`config.mk`:
```
export PLATFORM = sky130hd
export DESIGN_NAME = fetch_controller_flat
export DESIGN_NICKNAME = d
export VERILOG_FILES = /design/src/rtl/fetch_if.sv /design/src/rtl/fetch_controller.sv /design/src/flat_wrapper.sv
export SDC_FILE = /design/constraint.sdc
export NUM_CORES = 1
export LEC_CHECK = 0
export ABC_AREA = 1
export ABC_CLOCK_PERIOD_IN_PS = 4380
export CORE_MARGIN = 5
export CORE_UTILIZATION = 32
export CTS_BUF_LIST = sky130_fd_sc_hd__clkbuf_2 sky130_fd_sc_hd__clkbuf_4 sky130_fd_sc_hd__clkbuf_8
export DETAILED_ROUTE_END_ITERATION = 12
export GPL_ROUTABILITY_DRIVEN = 0
export HOLD_SLACK_MARGIN = 0.06
export SYNTH_ARGS = -nofsm -noshare
export SYNTH_HDL_FRONTEND = slang
export SYNTH_SLANG_ARGS = --single-unit
```
`constraint.sdc`:
```
create_clock -name clk -period 4.38 [get_ports clk]
set_input_delay 1.095 -clock clk [delete_from_list [all_inputs] [get_ports clk]]
set_output_delay 1.095 -clock clk [all_outputs]
set_load 0.02 [all_outputs]
```
`src/rtl/fetch_if.sv`:
```
// Fetch-stage bus bundle: instruction memory port, control inputs from
// execute, and the decode-facing valid/ready output with its fetch counter.
//   imem_addr/imem_instr   : combinational instruction memory access
//   halt/redirect/redirect_pc : fetch control from the pipeline
//   out_valid/out_ready/out_instr/out_pc : buffer head towards decode
//   fetch_count            : number of words pushed into the buffer
// master = fetch controller side, slave = memory/pipeline side.
interface fetch_if;
  logic [31:0] imem_addr;
  logic [31:0] imem_instr;
  logic        halt;
  logic        redirect;
  logic [31:0] redirect_pc;
  logic        out_valid;
  logic        out_ready;
  logic [31:0] out_instr;
  logic [31:0] out_pc;
  logic [31:0] fetch_count;

  modport master (
    output imem_addr,
    input  imem_instr,
    input  halt,
    input  redirect,
    input  redirect_pc,
    output out_valid,
    input  out_ready,
    output out_instr,
    output out_pc,
    output fetch_count
  );

  modport slave (
    input  imem_addr,
    output imem_instr,
    output halt,
    output redirect,
    output redirect_pc,
    input  out_valid,
    output out_ready,
    input  out_instr,
    input  out_pc,
    input  fetch_count
  );
endinterface

```
`src/rtl/fetch_controller.sv`:
```
// Instruction fetch controller with a 2-entry {pc, instr} buffer.
// Ports:
//   clk   : clock, all state changes on the rising edge
//   rst_n : asynchronous active-low reset
//   bus   : fetch_if.master (memory port, halt/redirect, decode handshake,
//           fetch_count)
// Parameters:
//   RESET_PC  : first fetch address after reset
//   NOP_INSTR : instruction presented when the buffer is empty
module fetch_controller #(
  parameter logic [31:0] RESET_PC  = 32'h0000_0000,
  parameter logic [31:0] NOP_INSTR = 32'hE1A0_0000
) (
  input  logic     clk,
  input  logic     rst_n,
  fetch_if.master  bus
);

  typedef enum logic [1:0] {StStart, StFetch, StHalted} state_e;

  // pc low bits are kept zero by masking every value written into pc_q.
  localparam logic [31:0] PcMask = 32'hFFFF_FFFC;

  state_e      state_q, state_d;
  logic [31:0] pc_q, pc_d;
  logic [1:0]  count_q, count_d;
  logic [31:0] fetch_count_q, fetch_count_d;
  // Entry 0 is always the head; entry 1 is the one behind it.
  logic [31:0] e0_pc_q, e0_pc_d, e0_instr_q, e0_instr_d;
  logic [31:0] e1_pc_q, e1_pc_d, e1_instr_q, e1_instr_d;

  logic redirect_take;
  logic pop;
  logic push;

  always_ff @(posedge clk or negedge rst_n) begin
    if (!rst_n) begin
      state_q       <= StStart;
      pc_q          <= RESET_PC & PcMask;
      count_q       <= 2'd0;
      fetch_count_q <= 32'd0;
      e0_pc_q       <= 32'd0;
      e0_instr_q    <= 32'd0;
      e1_pc_q       <= 32'd0;
      e1_instr_q    <= 32'd0;
    end else begin
      state_q       <= state_d;
      pc_q          <= pc_d;
      count_q       <= count_d;
      fetch_count_q <= fetch_count_d;
      e0_pc_q       <= e0_pc_d;
      e0_instr_q    <= e0_instr_d;
      e1_pc_q       <= e1_pc_d;
      e1_instr_q    <= e1_instr_d;
    end
  end

  always_comb begin
    state_d = state_q;
    unique case (state_q)
      StStart:  state_d = StFetch;
      StFetch:  state_d = bus.halt ? StHalted : StFetch;
      StHalted: state_d = bus.halt ? StHalted : StFetch;
      default:  state_d = StStart;
    endcase
  end

  // Redirect is ignored during the START cycle; elsewhere it flushes the
  // buffer and overrides both pop and push.
  assign redirect_take = bus.redirect && (state_q != StStart);
  assign pop  = (count_q != 2'd0) && bus.out_ready && !redirect_take;
  assign push = (state_q == StFetch) && !bus.halt && !bus.redirect &&
                ((count_q != 2'd2) || pop);

  always_comb begin
    pc_d          = pc_q;
    count_d       = count_q;
    fetch_count_d = fetch_count_q;
    e0_pc_d       = e0_pc_q;
    e0_instr_d    = e0_instr_q;
    e1_pc_d       = e1_pc_q;
    e1_instr_d    = e1_instr_q;

    if (redirect_take) begin
      count_d = 2'd0;
      pc_d    = bus.redirect_pc & PcMask;
    end else begin
      if (push) begin
        pc_d          = (pc_q + 32'd4) & PcMask;
        fetch_count_d = fetch_count_q + 32'd1;
      end
      unique case ({push, pop})
        2'b10: begin
          if (count_q == 2'd0) begin
            e0_pc_d    = pc_q;
            e0_instr_d = bus.imem_instr;
          end else begin
            e1_pc_d    = pc_q;
            e1_instr_d = bus.imem_instr;
          end
          count_d = count_q + 2'd1;
        end
        2'b01: begin
          e0_pc_d    = e1_pc_q;
          e0_instr_d = e1_instr_q;
          count_d    = count_q - 2'd1;
        end
        2'b11: begin
          // Occupancy unchanged; new word lands behind whatever remains.
          if (count_q == 2'd1) begin
            e0_pc_d    = pc_q;
            e0_instr_d = bus.imem_instr;
          end else begin
            e0_pc_d    = e1_pc_q;
            e0_instr_d = e1_instr_q;
            e1_pc_d    = pc_q;
            e1_instr_d = bus.imem_instr;
          end
        end
        default: ;
      endcase
    end
  end

  assign bus.imem_addr   = pc_q;
  assign bus.out_valid   = (count_q != 2'd0);
  assign bus.out_instr   = (count_q != 2'd0) ? e0_instr_q : NOP_INSTR;
  assign bus.out_pc      = (count_q != 2'd0) ? e0_pc_q : 32'd0;
  assign bus.fetch_count = fetch_count_q;

endmodule

```
`src/flat_wrapper.sv`:
```
// flat-port wrapper written by rule: the top's interface ports become plain ports
module fetch_controller_flat 
#(
  parameter logic [31:0] RESET_PC  = 32'h0000_0000,
  parameter logic [31:0] NOP_INSTR = 32'hE1A0_0000
)
  (clk, rst_n, bus_imem_addr, bus_imem_instr, bus_halt, bus_redirect, bus_redirect_pc, bus_out_valid, bus_out_ready, bus_out_instr, bus_out_pc, bus_fetch_count);
  fetch_if bus_i ();
  input  logic clk;
  input  logic rst_n;
  output wire logic [$bits(bus_i.imem_addr)-1:0] bus_imem_addr;
  input wire logic [$bits(bus_i.imem_instr)-1:0] bus_imem_instr;
  input wire logic [$bits(bus_i.halt)-1:0] bus_halt;
  input wire logic [$bits(bus_i.redirect)-1:0] bus_redirect;
  input wire logic [$bits(bus_i.redirect_pc)-1:0] bus_redirect_pc;
  output wire logic [$bits(bus_i.out_valid)-1:0] bus_out_valid;
  input wire logic [$bits(bus_i.out_ready)-1:0] bus_out_ready;
  output wire logic [$bits(bus_i.out_instr)-1:0] bus_out_instr;
  output wire logic [$bits(bus_i.out_pc)-1:0] bus_out_pc;
  output wire logic [$bits(bus_i.fetch_count)-1:0] bus_fetch_count;
  assign bus_imem_addr = bus_i.imem_addr;
  assign bus_i.imem_instr = bus_imem_instr;
  assign bus_i.halt = bus_halt;
  assign bus_i.redirect = bus_redirect;
  assign bus_i.redirect_pc = bus_redirect_pc;
  assign bus_out_valid = bus_i.out_valid;
  assign bus_i.out_ready = bus_out_ready;
  assign bus_out_instr = bus_i.out_instr;
  assign bus_out_pc = bus_i.out_pc;
  assign bus_fetch_count = bus_i.fetch_count;
  fetch_controller #(.RESET_PC(RESET_PC), .NOP_INSTR(NOP_INSTR)) u_core (.clk(clk), .rst_n(rst_n), .bus(bus_i));
endmodule
```
==> metrics.md <==
| Metric | Value |
|---|---|
| Status | complete, no violations |
| Type of the worst min-delay path | reg2reg |
| Num ports | a little under 200 |
| Pre-antenna DRT Iters | 5 |
| Crit path kind | reg2out |
| Clock Power Share | 14.9% |
| Syn Std Cell Area | a little over 0.01 mm2 |
| Final min period | 3.69 ns |
| Gr usage total | 16.7% |
| Total design power | 8.07 mW |
| Final #Nets | 1717 |
| Hold Path Stages | 2 |
| Worst Setup Start Kind | flip-flop |
| Num CTS Buffers | 17 |
| Via count | ~9500 |
| Critical Path Sink Type | primary output |
| Die width | 189 um |
| CTS Hold Bufs | 0 |
| Seq cells post-synth | 190 |
| Fin Clk Skew | 0.0215 ns |
| Internal power | 4.46 mW |
| Synth Area per Inst | between 6 and 7 um2 |
| Postcts setup bufs | 0 |
| Worst-Skew Late Latency | 0.49 ns |
| Core area | 0.0316 mm2 |
| Violation count after the first detailed-route iteration | around 760 |
| DR vias/cell | 4.62 |
| Std cell rows | 65 |
| Peak supply drop | 0.000233 V |
| Area added between synthesis and finish | 26.0% |
| Clock transition at path regs | 0.10 ns |
| Sink Count | 190 |
| Slew Limit Fails | 0 |
| Post-route ant nets | 0 |
| Initial antenna violation count | 2 |
| Number of port buffers | between 150 and 200 |
| Die Area | 0.0358 mm2 |
| Die height | 189 um |
| Largest delay share family, worst path | buffers and inverters |
| Max clock buf depth | 2 |
| Worst R2R Path Depth | 13 |
| Final Setup Violations | 0 |
| CP cell instances | inv_1 > ha_2 > buf_4 > nor2_1 > clkdlybuf4s50_1 |
| Max_cap viols | 0 |
| Arr. time, crit path | about 2.6 ns |
| Largest net degree at the start of global routing | 77 |
| Leak | 6.32 nW |
| Comb pwr share | about half |
| Reg power frac | 36.6% |
| Ys async rst share | 100% |
| Dpl hpwl | 21300 um |
| Tightest Pin Transition | 0.769 ns |
| Sequential area share after synthesis | between 40% and 50% |
| Max Freq | 0.271 GHz |
| Initial Util | between 30% and 40% |
| Drt drc | 0 |
| Wire per inst | between 10 and 15 um |
| CP max stage cell | clkdlybuf4s50_1 |
| CTS tree | done |
| Netlist cell types | 37 |
| Synth Instances | 1471 |
| Layout cells sized above 1 | slightly below 5% |
| Remaining Overflow, GRT | 0 |
| Final setup TNS | 0 ns |
| CP Depth | 5 |
| Sw frac | 44.7% |
| Vias in the first global route | 9164 |
| Max stage delay on crit path | 0.60 ns |
| Post-synth EDFFs | 0 |
| Global-route wire length before repair | approximately 49000 um |
| Max transition margin | 48.5% |
| Power Density | 623 mW/mm2 |
| P_sw | 3.61 mW |
| Post_cts resized | 0 |
| Syn. warnings | 0 |
| Root buf cell | clkbuf_8 |
| Post-synth top flop | dfrtp_1 |
| Worst Path Required | 3.28 ns |
| Hold Violations, Final | 0 |
| CP bufs+invs | 3 |
| Post-Route WL | 29700 um |
| Period Utilization, post-route | around 84% |
| RSZ-0062 raised after global routing | false |
| Crit-path max FO | 28 |
| N_diodes | 0 |
| # H-tree levels | 4 |
-- stage by stage --
step	cells	cell area (um2)	hold slack, ns	worst slack [ns]	util, %
after CTS	2055	12900	0.481	0.566	40.9
after global routing	2055	12900	0.505	0.485	40.9
after floorplan	1474	10300	0.441	2.00	-
after global placement	2023	12500	0.455	1.13	39.7
final	2055	12900	0.479	0.689	40.9
after detailed placement	2023	12500	0.457	1.11	39.7
-- cell usage after synthesis (all sizes together), types with 2 or more instances --
master  instances  share of area, %
nand2         534                20
nor2          255               9.4
dfrtp         190                46
inv           156               5.7
o21ai          81               4.1
a21oi          71               3.6
nand3          53               2.7
buf            37               2.3
clkbuf         26              0.95
xor2           12               1.0
or2            10              0.61
nand4           9              0.61
ha              8              0.97
nand3b          8              0.58
xnor2           5              0.43
nor3            4              0.24
a31oi           3              0.18
mux2i           2              0.19
o211ai          2              0.15
-- cells in the final DEF (no fill, tap or decap), drive strengths merged, types with 2 or more instances in the layout --
cell and n:
nand3b 8, o211ai 2, xnor2 5, nand4 9, nor2 255, nand2 534
conb 4, clkbuf 19, ha 8, dfrtp 190, xor2 12, o21ai 81
nand3 53, a31oi 3, clkdlybuf4s50 190, a21oi 71, nor3 4, inv 164
buf 19, mux2i 2, clkinv 4, or2 10
-- registers in the layout (all words and copies together) (netlist names) --
name / count
u_core.e1_pc_q: 30
u_core.e0_pc_q: 30
u_core.e1_instr_q: 32
u_core.bus.fetch_count: 32
u_core.bus.imem_addr: 30
u_core.count_q: 2
u_core.state_q: 2
u_core.e0_instr_q: 32
-- cell type report --
type	instances	area, um2
inverters	156	588
flip-flops and latches	190	4750
well taps	402	503
repair buffers	210	2080
multi-input cells	1065	4620
clock buffers	18	248
fillers	3287	18700
clock inverters	14	148
-- routing by layer --
metal	wire, um	track usage [%]
met3	2090	4.28
met5	20	0
met4	501	5.10
met2	13300	26.6
met1	13800	22.4
-- worst register-to-register path: stages (launching register included) --
cell and delay (ns):
dfrtp_1 0.41, inv_1 0.11, ha_2 0.48, buf_4 0.25, inv_4 0.07, nand3_4 0.13, nand2_1 0.08, nand2_2 0.09
buf_4 0.32, nand2_2 0.11, inv_2 0.45, nor2_1 0.11, nand2_1 0.08, o21ai_0 0.08
-- final timing paths --
path,from,endpoint,slack (ns)
setup / recovery,u_core.count_q[0],bus_out_pc[27],0.69
hold / removal,u_core.e0_instr_q[31],u_core.e0_instr_q[31],0.48
hold reg to reg,u_core.e0_instr_q[31],u_core.e0_instr_q[31],0.48
max in group asynchronous,rst_n,u_core.e0_pc_q[9],2.94
setup reg to reg,u_core.count_q[0],u_core.bus.imem_addr[13],1.52
min in group asynchronous,rst_n,u_core.e0_pc_q[3],0.62
-- logic make-up (layout without fill, tap and decap cells) --
| kind of cell | count (synthesis) | after routing | share of synthesized area [%] |
|---|---|---|---|
| compound gates | 159 | 159 | 8.16 |
| xor+xnor | 17 | 17 | 1.45 |
| fa+ha+maj | 8 | 8 | 0.975 |
| buf+inv | 219 | 398 | 8.99 |
| flops | 190 | 190 | 46.3 |
| mux | 2 | 2 | 0.195 |
| other cells | 1 | 4 | 0.0365 |
| simple gates | 875 | 875 | 33.9 |
-- power groups by stage --
stage | sequential [mW] | combinational, mW | clock, mW
2_1_floorplan | 3.05 | 2.33 | 0
3_3_place_gp | 2.95 | 3.92 | 0
3_5_place_dp | 2.98 | 3.97 | 0
4_1_cts | 2.94 | 3.99 | 1.26
5_1_grt | 3.05 | 4.42 | 1.33
6_report | 2.95 | 3.92 | 1.20
Power figures use the tool's default switching activity.
==> RTL edit 1, RTL diff (same flow settings) <==
Take the reset off `e1_instr_q` and load it in a clocked block of its own.
--- a/src/rtl/fetch_controller.sv
+++ b/src/rtl/fetch_controller.sv
@@ -43,5 +43,4 @@
       e0_instr_q    <= 32'd0;
       e1_pc_q       <= 32'd0;
-      e1_instr_q    <= 32'd0;
     end else begin
       state_q       <= state_d;
@@ -52,6 +51,9 @@
       e0_instr_q    <= e0_instr_d;
       e1_pc_q       <= e1_pc_d;
-      e1_instr_q    <= e1_instr_d;
     end
+  end
+
+  always_ff @(posedge clk) begin
+    e1_instr_q <= e1_instr_d;
   end
 
Function: same outputs for any inputs over 4 cycles, from zero or initial values and one cycle with rst_n low; that may be too few to reach the edited logic, so the function may still have changed.
==> RTL edit 1 against the original RTL <==
- power is 4.7% higher
- sequential cell count stayed put
- core utilization is 1.1 points higher
- worst setup slack worse by 0.0095 ns
- via count is 13% lower
- non-clock buffer count is 5 lower
- synthesized area is 9.9% lower
- routed wire length is 5.2% lower
- design area is 7.0% lower
- critical endpoint is now bus_out_pc[31]
- highest routed layer unchanged
==> RTL edit 1: results (changes against the original RTL) <==
dominant cells by area after synthesis=dfrtp_1 43%, nor2_1 13%, nand2_1 11% (was dfrtp_1 46%, nand2_1 19%, nor2_1 9.2%); Buffers excl. clock=205 (was 210); largest net degree at the start of global routing=96 (was 77); Leakage=5.35 nW (was 6.32 nW); hold path start=u_core.e1_pc_q[10] (was u_core.e0_instr_q[31]); inverters=114 (was 156); worst endpoint data arrival time=2.61 ns (was 2.60 ns); routed vias/inst=4.73 (was 4.62); global-route wire length before repair=45200 µm (was 48500 µm); Synth cell types=33 (was 37); CLK BUF=17 (was 18); Met2 Routed Length=13000 µm (was 13300 µm); ClkCell Share=0.0381 (was 0.0305); status=complete, no violations (unchanged); #MultiIn Comb=824 (was 1065); FFs & Latches=190 (unchanged); WHS Endpoint=u_core.e1_pc_q[10] (was u_core.e0_instr_q[31]); 1st-iter DRT viols=611 (was 761); clk_skew=0.0265 ns (was 0.0215 ns); Area after DPL=11600 µm² (was 12500 µm²); count of warnings emitted by yosys=0 (unchanged); M1 WL=13100 µm (was 13800 µm); layout cell share with drive strength beyond 1=0.0440 (was 0.0490); worst hold slack=0.497 ns (was 0.479 ns); vias in the first global route=8123 (was 9164); Seq/total area=0.408 (was 0.367); total track usage=0.172 (was 0.167); Sequential Area=4910 µm² (was 4750 µm²); sequential element share of the synthesized area=0.531 (was 0.463); Critical Path Fanout Max=30 (was 28); clock-net power=1.30 mW (was 1.20 mW); met3 WL=1450 µm (was 2090 µm); fillcell total=2876 (was 3287); Ant. Diodes=1 (was 0); multi-input combinational cell area=3690 µm² (was 4620 µm²); Avg Cell Area, Syn=7.88 µm² (was 6.98 µm²); DP HPWL=19800 µm (was 21300 µm); number of flops mapped to enable cells by yosys=32 (was 0); Worst R2R End=u_core.bus.imem_addr[16] (was u_core.bus.imem_addr[13]); net load switching power=3.88 mW (was 3.61 mW); Nets=1429 (was 1717); top cells by count, synth=309 x nor2_1, 271 x nand2_1, 158 x dfrtp_1 (was 530 x nand2_1, 252 x nor2_1, 190 x dfrtp_1); reg-to-reg slack, setup=1.10 ns (was 1.52 ns); Worst slew margin=0.367 (was 0.485); wire per inst=16.1 µm (was 14.5 µm); Layout non-clock buf frac=0.171 (was 0.161); Seq pwr share=0.355 (was 0.366); Max IR drop VDD=0.247 mV (was 0.233 mV)
## RTL edit 1: cell types whose count changed in the layout (fill, tap and decap cells not counted), moves of 6 or more
| cell | change |
|---|---|
| buf_4 | -6 |
| dfrtp_1 | -32 |
| o21ai_0 | +27 |
| o22ai_1 | +65 |
| a21oi_1 | -59 |
| inv_1 | -40 |
| inv_12 | +6 |
| xnor2_1 | +7 |
| nand2_1 | -261 |
| edfxtp_1 | +32 |
| nor2_1 | +57 |
| o21ai_1 | -58 |
## RTL edit 1: stage by stage
stage / instances / worst slack, ns
finish: 1750 / 0.680
global route: 1750 / 0.508
CTS: 1749 / 0.621
detailed placement: 1717 / 0.850
global placement: 1717 / 0.874
floorplan: 1177 / 1.48
## RTL edit 1: worst max-delay path, cell delays in order (launching register included)
cell and delay [ns]:
dfrtp_1 0.40, inv_1 0.12, ha_2 0.66, buf_12 0.26
nor2_1 0.07, clkdlybuf4s50_1 0.59
## RTL edit 1: cells by family after synthesis
logic type / Yosys count / synth area share
AOI/OAI and AO/OA: 134 / 0.0847
xor gates and xnor gates: 22 / 0.0208
adders and majority gates: 8 / 0.0108
buffers and inverters: 163 / 0.0716
DFF: 190 / 0.531
other: 1 / 0.000405
and+or+nand+nor: 656 / 0.280
## RTL edit 1: layer usage
metal | GRT usage | up-vias
met3 | 0.0343 | 35
met2 | 0.274 | 229
met5 | 0 | -
li1 | - | 4085
met1 | 0.237 | 3929
met4 | 0.0529 | 2
## RTL edit 1: worst max path at each step
stage	to	slack [ns]	depth (start not counted)
floorplan	u_core.e1_instr_q[0]	1.48	8
detailed placement	u_core.e1_instr_q[0]	0.85	11
global placement	u_core.bus.imem_addr[16]	0.87	12
CTS	bus_out_pc[31]	0.62	5
finish	bus_out_pc[31]	0.68	5
global route	bus_out_pc[13]	0.51	5
==> RTL edit 2, RTL diff (same flow settings) <==
Made on the original files. `NOP_INSTR` is set to 32'hE1A0_0000 in 2 places; all go to 32'hA9380000.
--- a/src/rtl/fetch_controller.sv
+++ b/src/rtl/fetch_controller.sv
@@ -10,5 +10,5 @@
 module fetch_controller #(
   parameter logic [31:0] RESET_PC  = 32'h0000_0000,
-  parameter logic [31:0] NOP_INSTR = 32'hE1A0_0000
+  parameter logic [31:0] NOP_INSTR = 32'hA9380000
 ) (
   input  logic     clk,
--- a/src/flat_wrapper.sv
+++ b/src/flat_wrapper.sv
@@ -3,5 +3,5 @@
 #(
   parameter logic [31:0] RESET_PC  = 32'h0000_0000,
-  parameter logic [31:0] NOP_INSTR = 32'hE1A0_0000
+  parameter logic [31:0] NOP_INSTR = 32'hA9380000
 )
   (clk, rst_n, bus_imem_addr, bus_imem_instr, bus_halt, bus_redirect, bus_redirect_pc, bus_out_valid, bus_out_ready, bus_out_instr, bus_out_pc, bus_fetch_count);
Check against the original RTL: not equivalent (a bounded check fails within 4 cycles, from zero or initial values and one cycle with rst_n low).
==> RTL edit 2 against the original RTL <==
- count of clock-buffer cells in the layout down 1
- worst setup slack improved by 0.013 ns
- power increased by 0.25%
- design area decreased by 0.35%
- critical path type unchanged
- first-iteration DRC count down 18%
- routed wire length grew 0.23%
- clock skew up 0.0065 ns
- sequential cell count unchanged
- final cell count fell by 0.44%
- maximum frequency up 0.34%
- highest routed layer is now met4
- synthesized area up 0.35%
- die area rose by 0.33%
==> RTL edit 2: results (changes against the original RTL) <==
CTS buffer count=17 (unchanged); root buffer cell=clkbuf_8 (unchanged); Max IR drop VDD=0.321 mV (was 0.233 mV); vias in the first global route=9126 (was 9164); final WL=29800 µm (was 29700 µm); routed via count=9450 (was 9502); synthesized instance count=1470 (was 1471); first drt pass iteration count=5 (unchanged); Leakage=6.29 nW (was 6.32 nW); dominant cells by area after synthesis=dfrtp_1 46%, nand2_1 19%, nor2_1 9.1% (was dfrtp_1 46%, nand2_1 19%, nor2_1 9.2%); Nets=1709 (was 1717); Clock Latency Late Sink=0.47 ns (was 0.49 ns); Setup Buffers After CTS=0 (unchanged); 1st-iter DRT viols=621 (was 761); layout cell share with drive strength beyond 1=0.0450 (was 0.0490); worst endpoint data arrival time=2.58 ns (was 2.60 ns); worst hold path class=reg2reg (unchanged); clk_skew=0.0280 ns (was 0.0215 ns); Ant. Diodes=0 (unchanged); Synth cell types=37 (unchanged); total track usage=0.166 (was 0.167); Critical Path Start Type=register (unchanged); largest net degree at the start of global routing=84 (was 77); count of warnings emitted by yosys=0 (unchanged); antenna violations before repair=0 (was 2); Slew @ Worst Pin=1.12 ns (was 0.769 ns); Clock Path Buffers=2 (unchanged); fin cells=2046 (was 2055); hold path start=u_core.e0_instr_q[19] (was u_core.e0_instr_q[31]); status=complete, no violations (unchanged); reg2reg start=u_core.count_q[0] (unchanged); sequential element share of the synthesized area=0.461 (was 0.463); global-route wire length before repair=48500 µm (about the same); Port Buffers=191 (unchanged); CTS H-Tree Depth=4 (unchanged); number of flops mapped to enable cells by yosys=0 (unchanged); post_cts resized=0 (unchanged); ys async rst share=1.00 (unchanged); DP HPWL=21300 µm (about the same); Worst-path clk slew=0.11 ns; Critical Path Fanout Max=25 (was 28); top cells by count, synth=530 x nand2_1, 251 x nor2_1, 190 x dfrtp_1 (was 530 x nand2_1, 252 x nor2_1, 190 x dfrtp_1)
==> RTL edit 2: worst paths after layout <==
check / cells after the start / end / slack (ns)
min in group asynchronous: 1 / u_core.e0_instr_q[26] / 0.65
hold reg to reg: 2 / u_core.e0_instr_q[19] / 0.48
max in group asynchronous: 2 / u_core.bus.imem_addr[26] / 2.77
hold / removal: 2 / u_core.e0_instr_q[19] / 0.48
setup reg to reg: 10 / u_core.e0_pc_q[18] / 1.67
setup / recovery: 5 / bus_out_pc[16] / 0.70
==> RTL edit 2: layer usage <==
layer | track usage | routed length, µm | vias to the layer above
met5 | 0 | 0 | -
met4 | 0.0342 | 351 | 0
met3 | 0.0411 | 1830 | 23
met2 | 0.269 | 13500 | 226
met1 | 0.227 | 14200 | 4369
li1 | - | - | 4832
==> RTL edit 2: where the power goes <==
part	switching (mW)	internal, mW	leakage (nW)
combinational	2.39	1.52	3.66
clock	0.734	0.482	0.202
sequential	0.531	2.43	2.42
total	3.65	4.43	6.29
==> RTL edit 2: cell type report <==
type                            count  area, µm²
Tap cell                          402        503
Inverter                          155        584
Fill cell                        3302      18800
Clock buffer                       17        234
Multi-Input combinational cell   1065       4620
Clock inverter                     14        170
Sequential cell                   190       4750
Timing Repair Buffer              203       2030
==> RTL edit 2: cell families after synthesis <==
group | after synthesis | share of synthesized area
AO/OA/AOI/OAI | 159 | 0.0813
XOR/XNOR | 17 | 0.0144
adder cells (fa/ha/maj) | 8 | 0.00971
buffers and inverters | 218 | 0.0929
flip-flops | 190 | 0.461
multiplexers | 2 | 0.00194
other | 1 | 0.000364
AND/OR/NAND/NOR | 875 | 0.338
==> RTL edit 2: worst max-delay path, stage by stage (launching register included) <==
cell and delay [ns]:
dfrtp_1 0.42, inv_1 0.12, ha_2 0.51, buf_4 0.37
nor2_1 0.10, clkdlybuf4s50_1 0.60
==> RTL edit 2: through the flow <==
stage / hold WS (ns) / instance area, µm² / worst slack [ns]
after floorplan: 0.441 / 10300 / 2.01
after global placement: 0.456 / 12500 / 1.11
after detailed placement: 0.458 / 12500 / 1.08
after CTS: 0.488 / 12900 / 0.632
after global routing: 0.500 / 12900 / 0.551
final: 0.481 / 12900 / 0.702
